`config.mk`:
```
export PLATFORM = sky130hd
export DESIGN_NAME = seg7_scan_decoder
export DESIGN_NICKNAME = d
export VERILOG_FILES = /design/src/rtl/seg7_scan_decoder.sv
export SDC_FILE = /design/constraint.sdc
export NUM_CORES = 1
export LEC_CHECK = 0
export BUFFER_PORTS_ARGS = -buffer_cell sky130_fd_sc_hd__buf_2
export CAP_MARGIN = 0
export CORE_AREA = 2 2 255 156
export CTS_CLUSTER_DIAMETER = 120
export DETAILED_ROUTE_END_ITERATION = 7
export DIE_AREA = 0 0 257 158
export GPL_ROUTABILITY_DRIVEN = 0
export PLACE_DENSITY = 0.46
export SETUP_SLACK_MARGIN = 0.02
export SYNTH_ARGS = -nofsm -noshare
export SYNTH_HDL_FRONTEND = slang
export SYNTH_SLANG_ARGS = --single-unit
```
`constraint.sdc`:
```
create_clock -name CLK100MHZ -period 4 [get_ports CLK100MHZ]
set_input_delay 0.4 -clock CLK100MHZ [delete_from_list [all_inputs] [get_ports CLK100MHZ]]
set_output_delay 0.4 -clock CLK100MHZ [all_outputs]
set_load 0.01 [all_outputs]
```
`src/rtl/seg7_scan_decoder.sv`:
```
// seg7_scan_decoder: recovers the frame shown by a multiplexed 7-segment scan
// driver by sampling its SEG/AN lines and committing digits once they are stable.
module seg7_scan_decoder #(
  parameter int STABLE_CYC     = 16,
  parameter bit SEG_ACTIVE_LOW = 1'b1
) (
  input  logic        CLK100MHZ,
  input  logic        CPU_RESETN,
  input  logic [7:0]  SEG,
  input  logic [7:0]  AN,
  output logic [63:0] frame,
  output logic [31:0] hex,
  output logic [7:0]  hex_ok,
  output logic        frame_valid,
  output logic        frame_changed,
  output logic [15:0] frame_count,
  output logic        scan_err,
  output logic [1:0]  dbg_state
);

  // frame_valid, frame_changed and scan_err are single-cycle strobes with no
  // ready/backpressure: a consumer must sample them every clock.

  typedef enum logic [1:0] {
    IDLE   = 2'd0,
    SETTLE = 2'd1,
    HELD   = 2'd2
  } state_t;

  localparam logic [7:0] INACTIVE = SEG_ACTIVE_LOW ? 8'hFF : 8'h00;
  localparam logic [7:0] CAP_AT   = 8'(STABLE_CYC - 2);

  logic [7:0]  seg_s1, seg_s2, an_s1, an_s2;
  logic [7:0]  seg_n, an_n, seg_q, an_q;
  logic        an_blank, an_onehot, an_illegal, illegal_q, same;
  state_t      state, state_d;
  logic [7:0]  cnt, cnt_d;
  logic        capture, commit;
  logic [63:0] slots;
  logic [7:0]  mask;
  logic [4:0]  dec [8];

  // Synchronizers reset to the inactive pin level so reset reads as a blank scan.
  always_ff @(posedge CLK100MHZ or negedge CPU_RESETN) begin
    if (!CPU_RESETN) begin
      seg_s1 <= INACTIVE;
      seg_s2 <= INACTIVE;
      an_s1  <= INACTIVE;
      an_s2  <= INACTIVE;
    end else begin
      seg_s1 <= SEG;
      seg_s2 <= seg_s1;
      an_s1  <= AN;
      an_s2  <= an_s1;
    end
  end

  assign seg_n      = seg_s2 ^ INACTIVE;
  assign an_n       = an_s2 ^ INACTIVE;
  assign an_blank   = (an_n == 8'h00);
  assign an_onehot  = !an_blank && ((an_n & (an_n - 8'd1)) == 8'h00);
  assign an_illegal = !an_blank && !an_onehot;
  assign same       = (an_n == an_q) && (seg_n == seg_q);

  always_ff @(posedge CLK100MHZ or negedge CPU_RESETN) begin
    if (!CPU_RESETN) begin
      an_q      <= 8'h00;
      seg_q     <= 8'h00;
      illegal_q <= 1'b0;
      scan_err  <= 1'b0;
    end else begin
      an_q      <= an_n;
      seg_q     <= seg_n;
      illegal_q <= an_illegal;
      scan_err  <= an_illegal && !illegal_q;
    end
  end

  always_ff @(posedge CLK100MHZ or negedge CPU_RESETN) begin
    if (!CPU_RESETN) state <= IDLE;
    else             state <= state_d;
  end

  always_comb begin
    state_d = state;
    case (state)
      IDLE: begin
        if (an_onehot) state_d = SETTLE;
      end
      SETTLE: begin
        if (!same)               state_d = an_onehot ? SETTLE : IDLE;
        else if (cnt == CAP_AT)  state_d = HELD;
      end
      HELD: begin
        if (!same) state_d = an_onehot ? SETTLE : IDLE;
      end
      default: state_d = IDLE;
    endcase
  end

  // The counter lands on STABLE_CYC-1 on the same edge the capture is written.
  always_comb begin
    capture = 1'b0;
    cnt_d   = 8'h00;
    case (state)
      SETTLE: begin
        if (same) begin
          cnt_d   = cnt + 8'd1;
          capture = (cnt == CAP_AT);
        end
      end
      HELD: begin
        if (same) cnt_d = cnt;
      end
      default: begin
        cnt_d   = 8'h00;
        capture = 1'b0;
      end
    endcase
  end

  assign dbg_state = state;

  always_ff @(posedge CLK100MHZ or negedge CPU_RESETN) begin
    if (!CPU_RESETN) cnt <= 8'h00;
    else             cnt <= cnt_d;
  end

  always_ff @(posedge CLK100MHZ or negedge CPU_RESETN) begin
    if (!CPU_RESETN) begin
      slots <= 64'h0;
    end else if (capture) begin
      for (int i = 0; i < 8; i++) begin
        if (an_n[i]) slots[i*8 +: 8] <= seg_n;
      end
    end
  end

  assign commit = (mask == 8'hFF);

  // A capture landing on the commit edge survives the mask clear.
  always_ff @(posedge CLK100MHZ or negedge CPU_RESETN) begin
    if (!CPU_RESETN) begin
      mask          <= 8'h00;
      frame         <= 64'h0;
      frame_valid   <= 1'b0;
      frame_changed <= 1'b0;
      frame_count   <= 16'h0000;
    end else begin
      mask          <= (commit ? 8'h00 : mask) | (capture ? an_n : 8'h00);
      frame_valid   <= commit;
      frame_changed <= commit && (slots != frame);
      if (commit) begin
        frame <= slots;
        if (slots != frame) frame_count <= frame_count + 16'd1;
      end
    end
  end

  // Returns {match, nibble}; dp is not part of the glyph.
  function automatic logic [4:0] decode_glyph(input logic [6:0] g);
    case (g)
      7'h3F:   return 5'h10;
      7'h06:   return 5'h11;
      7'h5B:   return 5'h12;
      7'h4F:   return 5'h13;
      7'h66:   return 5'h14;
      7'h6D:   return 5'h15;
      7'h7D:   return 5'h16;
      7'h07:   return 5'h17;
      7'h7F:   return 5'h18;
      7'h6F:   return 5'h19;
      7'h77:   return 5'h1A;
      7'h7C:   return 5'h1B;
      7'h39:   return 5'h1C;
      7'h5E:   return 5'h1D;
      7'h79:   return 5'h1E;
      7'h71:   return 5'h1F;
      default: return 5'h00;
    endcase
  endfunction

  for (genvar i = 0; i < 8; i++) begin : g_dec
    assign dec[i]         = decode_glyph(frame[i*8 +: 7]);
    assign hex[i*4 +: 4]  = dec[i][3:0];
    assign hex_ok[i]      = dec[i][4];
  end

endmodule

```
==> run metrics <==
outcome finished clean; critical path peak fanout 12; die height 158 um; leakage 5.829 nW; XOR/XNOR Fraction of Synth Area 0.08177; initial DRC count 602; vias in the first global route 8282; Mean Syn Cell Area 9.493 sq um; CTS HTree Levels 1; Relative slew margins 0.3834; minimum clock period 2.969 ns; Fin Clk Skew 0.009202 ns; Least-Margin Pin Slew 0.9173 ns; non-filler cells, final 1829; Power per Cell Area 332.8 mW/mm^2; P&R area growth vs syn 16.12%; top cell type's share of synthesized area 0.4011; Max clock buf depth 3; fraction of power consumed by sequential logic 0.510; Worst setup EP type flop; dominant synthesized flop cell dfrtp_1; multiplexer share of the synthesized area 0.06557; synth warn 0; Synth area leader dfrtp_1; Post-Place Cells 1772; final wirelength 31950 um; I/O pin count 143; total core area 0.03847 sq mm; Async SR Flop Fraction 1.000; Clk pwr share 0.466; Buffers on Ports 142; Initial Util 0.2951; first-pass GRT wire length 49840 um; max-cap viol count 0; die area 0.04061 sq mm; Seq/Total Area, Yosys 0.4752; chip width 257 um; Final #Nets 1312; final max-slew violation count 0; GRT overflow 0; Fmax 336.8 MHz; Filler Cells Inserted 3919; largest family of logic cells by synthesized area simple AND/OR/NAND/NOR gates; simple-gate share of the synthesized area 0.1793; CP Launch Type flop; cts bufs inserted 22; switching power 0.9776 mW; Clk pin slew, worst setup/hold paths 0.06 ns; vias per cell 4.829; worst vdd ir 0.0002461 V; FF+latch area 0.005395 sq mm; Post-synth EDFFs 0; setup_tns 0 ns; gr usage total 0.1558; part of the cycle the worst path needs 0.7422; commonest non-fill, non-tap cell in the layout dfrtp_1; ratio of cells with drive above 1 in the final layout 0.1867; main area contributors after synthesis dfrtp_1, xnor2_1, dfstp_2, mux2i_1, nand2_1; row count 56; Syn Inst Count 1196; Comb pwr share 0.025; most frequent cells in the layout dfrtp_1, nand2_1, buf_2; Syn Nets 1217; Netlist cell types 74; largest net degree at the start of global routing 92; Compound-Gate Fraction of Synth Area 0.1191; HP Class reg2reg; crit path kind reg2reg; switching share of power 0.2228; endpoints failing setup 0; Via Count 8833; Sink Count 214; DP HPWL 22660 um; internal power 3.410 mW; cell area after synthesis 0.01135 sq mm; Avg WL per Cell 17.47 um; initial antenna violation count 1; residual DRC count 0; post-route ant nets 0; setup repair after global routing missed its margin no; Tot Pwr 4.388 mW; FF+latch count, synth 214; Required @ worst endpoint 4.40 ns; TritonCTS clock tree done; area of the multi-input gates 0.005131 sq mm; critical path arrival 3.37 ns; Clk Latency, worst-skew pair 0.52 ns; drt pass-1 iters 5; Root Driver clkbuf_16; final hold vios 0; diode count 0; adder-cell share of the synthesized area 0.005951
## routing by layer
metal	up-vias	part of all wire	global-route usage
li1	4285	-	-
met1	4314	0.54	0.2483
met2	204	0.41	0.2217
met3	30	0.037	0.02145
met4	0	0.013	0.02575
met5	-	0	0
## power by group through the flow
stage / registers [mW] / logic (mW) / clock network [mW]
global placement: 2.28 / 0.101 / 0
CTS: 2.24 / 0.112 / 2.10
finish: 2.24 / 0.108 / 2.04
detailed placement: 2.28 / 0.0997 / 0
global route: 2.24 / 0.123 / 2.20
floorplan: 2.25 / 0.0393 / 0
## stage by stage
stage / hold WS, ns / setup WS, ns / utilization / area [sq um]
after floorplan: 0.1044 / 1.706 / - / 11350
after global placement: 0.3462 / 1.140 / 0.3197 / 12300
after detailed placement: 0.3482 / 1.074 / 0.3197 / 12300
after CTS: 0.3560 / 0.9981 / 0.3427 / 13180
after global routing: 0.3573 / 0.8544 / 0.3427 / 13180
final: 0.3552 / 1.031 / 0.3427 / 13180
## final timing paths
check | slack [ns] | to | from | depth (start not counted)
max | 1.03 | slots[19]$_DFFE_PN0P_ | seg_s2[5]$_DFF_PN1_ | 6
max in group asynchronous | 2.49 | slots[18]$_DFFE_PN0P_ | CPU_RESETN | 3
min in group asynchronous | 0.49 | slots[49]$_DFFE_PN0P_ | CPU_RESETN | 2
max reg2reg | 1.03 | slots[19]$_DFFE_PN0P_ | seg_s2[5]$_DFF_PN1_ | 6
min reg2reg | 0.36 | an_s2[0]$_DFF_PN1_ | an_s1[0]$_DFF_PN1_ | 0
min | 0.36 | an_s2[0]$_DFF_PN1_ | an_s1[0]$_DFF_PN1_ | 0
## cells by family (layout without fill, tap and decap cells)
logic type,after synthesis,count (layout)
AOI/OAI and AO/OA,218,218
xor gates and xnor gates,106,106
adders and majority gates,6,6
buffers and inverters,186,297
DFF,214,214
muxes,70,70
and+or+nand+nor,396,396
## layout make-up
type,instances,share of cell area
Clock buffer,33,0.05115
Tap cell,522,0.04954
Multi-Input combinational cell,796,0.3892
Inverter,90,0.02562
Clock inverter,7,0.003132
Sequential cell,214,0.4092
Timing Repair Buffer,167,0.07213
## state kept, by name, indices dropped and copies added, names as in the netlist
name and count:
an_q 8, an_s1 8, an_s2 8, cnt 8, dbg_state 2, frame 64, frame_changed 1, frame_count 16
frame_valid 1, illegal_q 1, mask 8, scan_err 1, seg_q 8, seg_s1 8, seg_s2 8, slots 64
## critical path, cell delays in order, from the launching register on
cell	delay, ns
dfstp_2	0.73
xnor2_1	0.13
nor4_1	0.40
nand4_2	0.28
nor2_4	0.31
and3_1	0.60
mux2_1	0.38
## synth_stat cells, drive strengths merged (5+ instances only)
library cell,number
a31oi,14
mux2,11
nor2b,8
nor3,19
mux2i,59
nand4,37
xnor2,100
nor3b,5
a21oi,20
o22ai,7
nor4,14
nand2,144
nor2,54
nand3b,10
dfstp,32
xor2,6
nand2b,11
dfrtp,182
a21o,14
and3,26
clkbuf,67
nand3,36
o21ai,109
inv,90
or2,7
o32ai,9
buf,29
## repair_timing
| action | 4_1_cts | 5_1_grt |
|---|---|---|
| hold endpoints to repair | 103 | 0 |
| buffers inserted | 0 | 0 |
| gates resized for setup | 0 | 0 |
| hold buffers | 17 | 0 |
No activity file was read; power rests on OpenSTA's default activity.
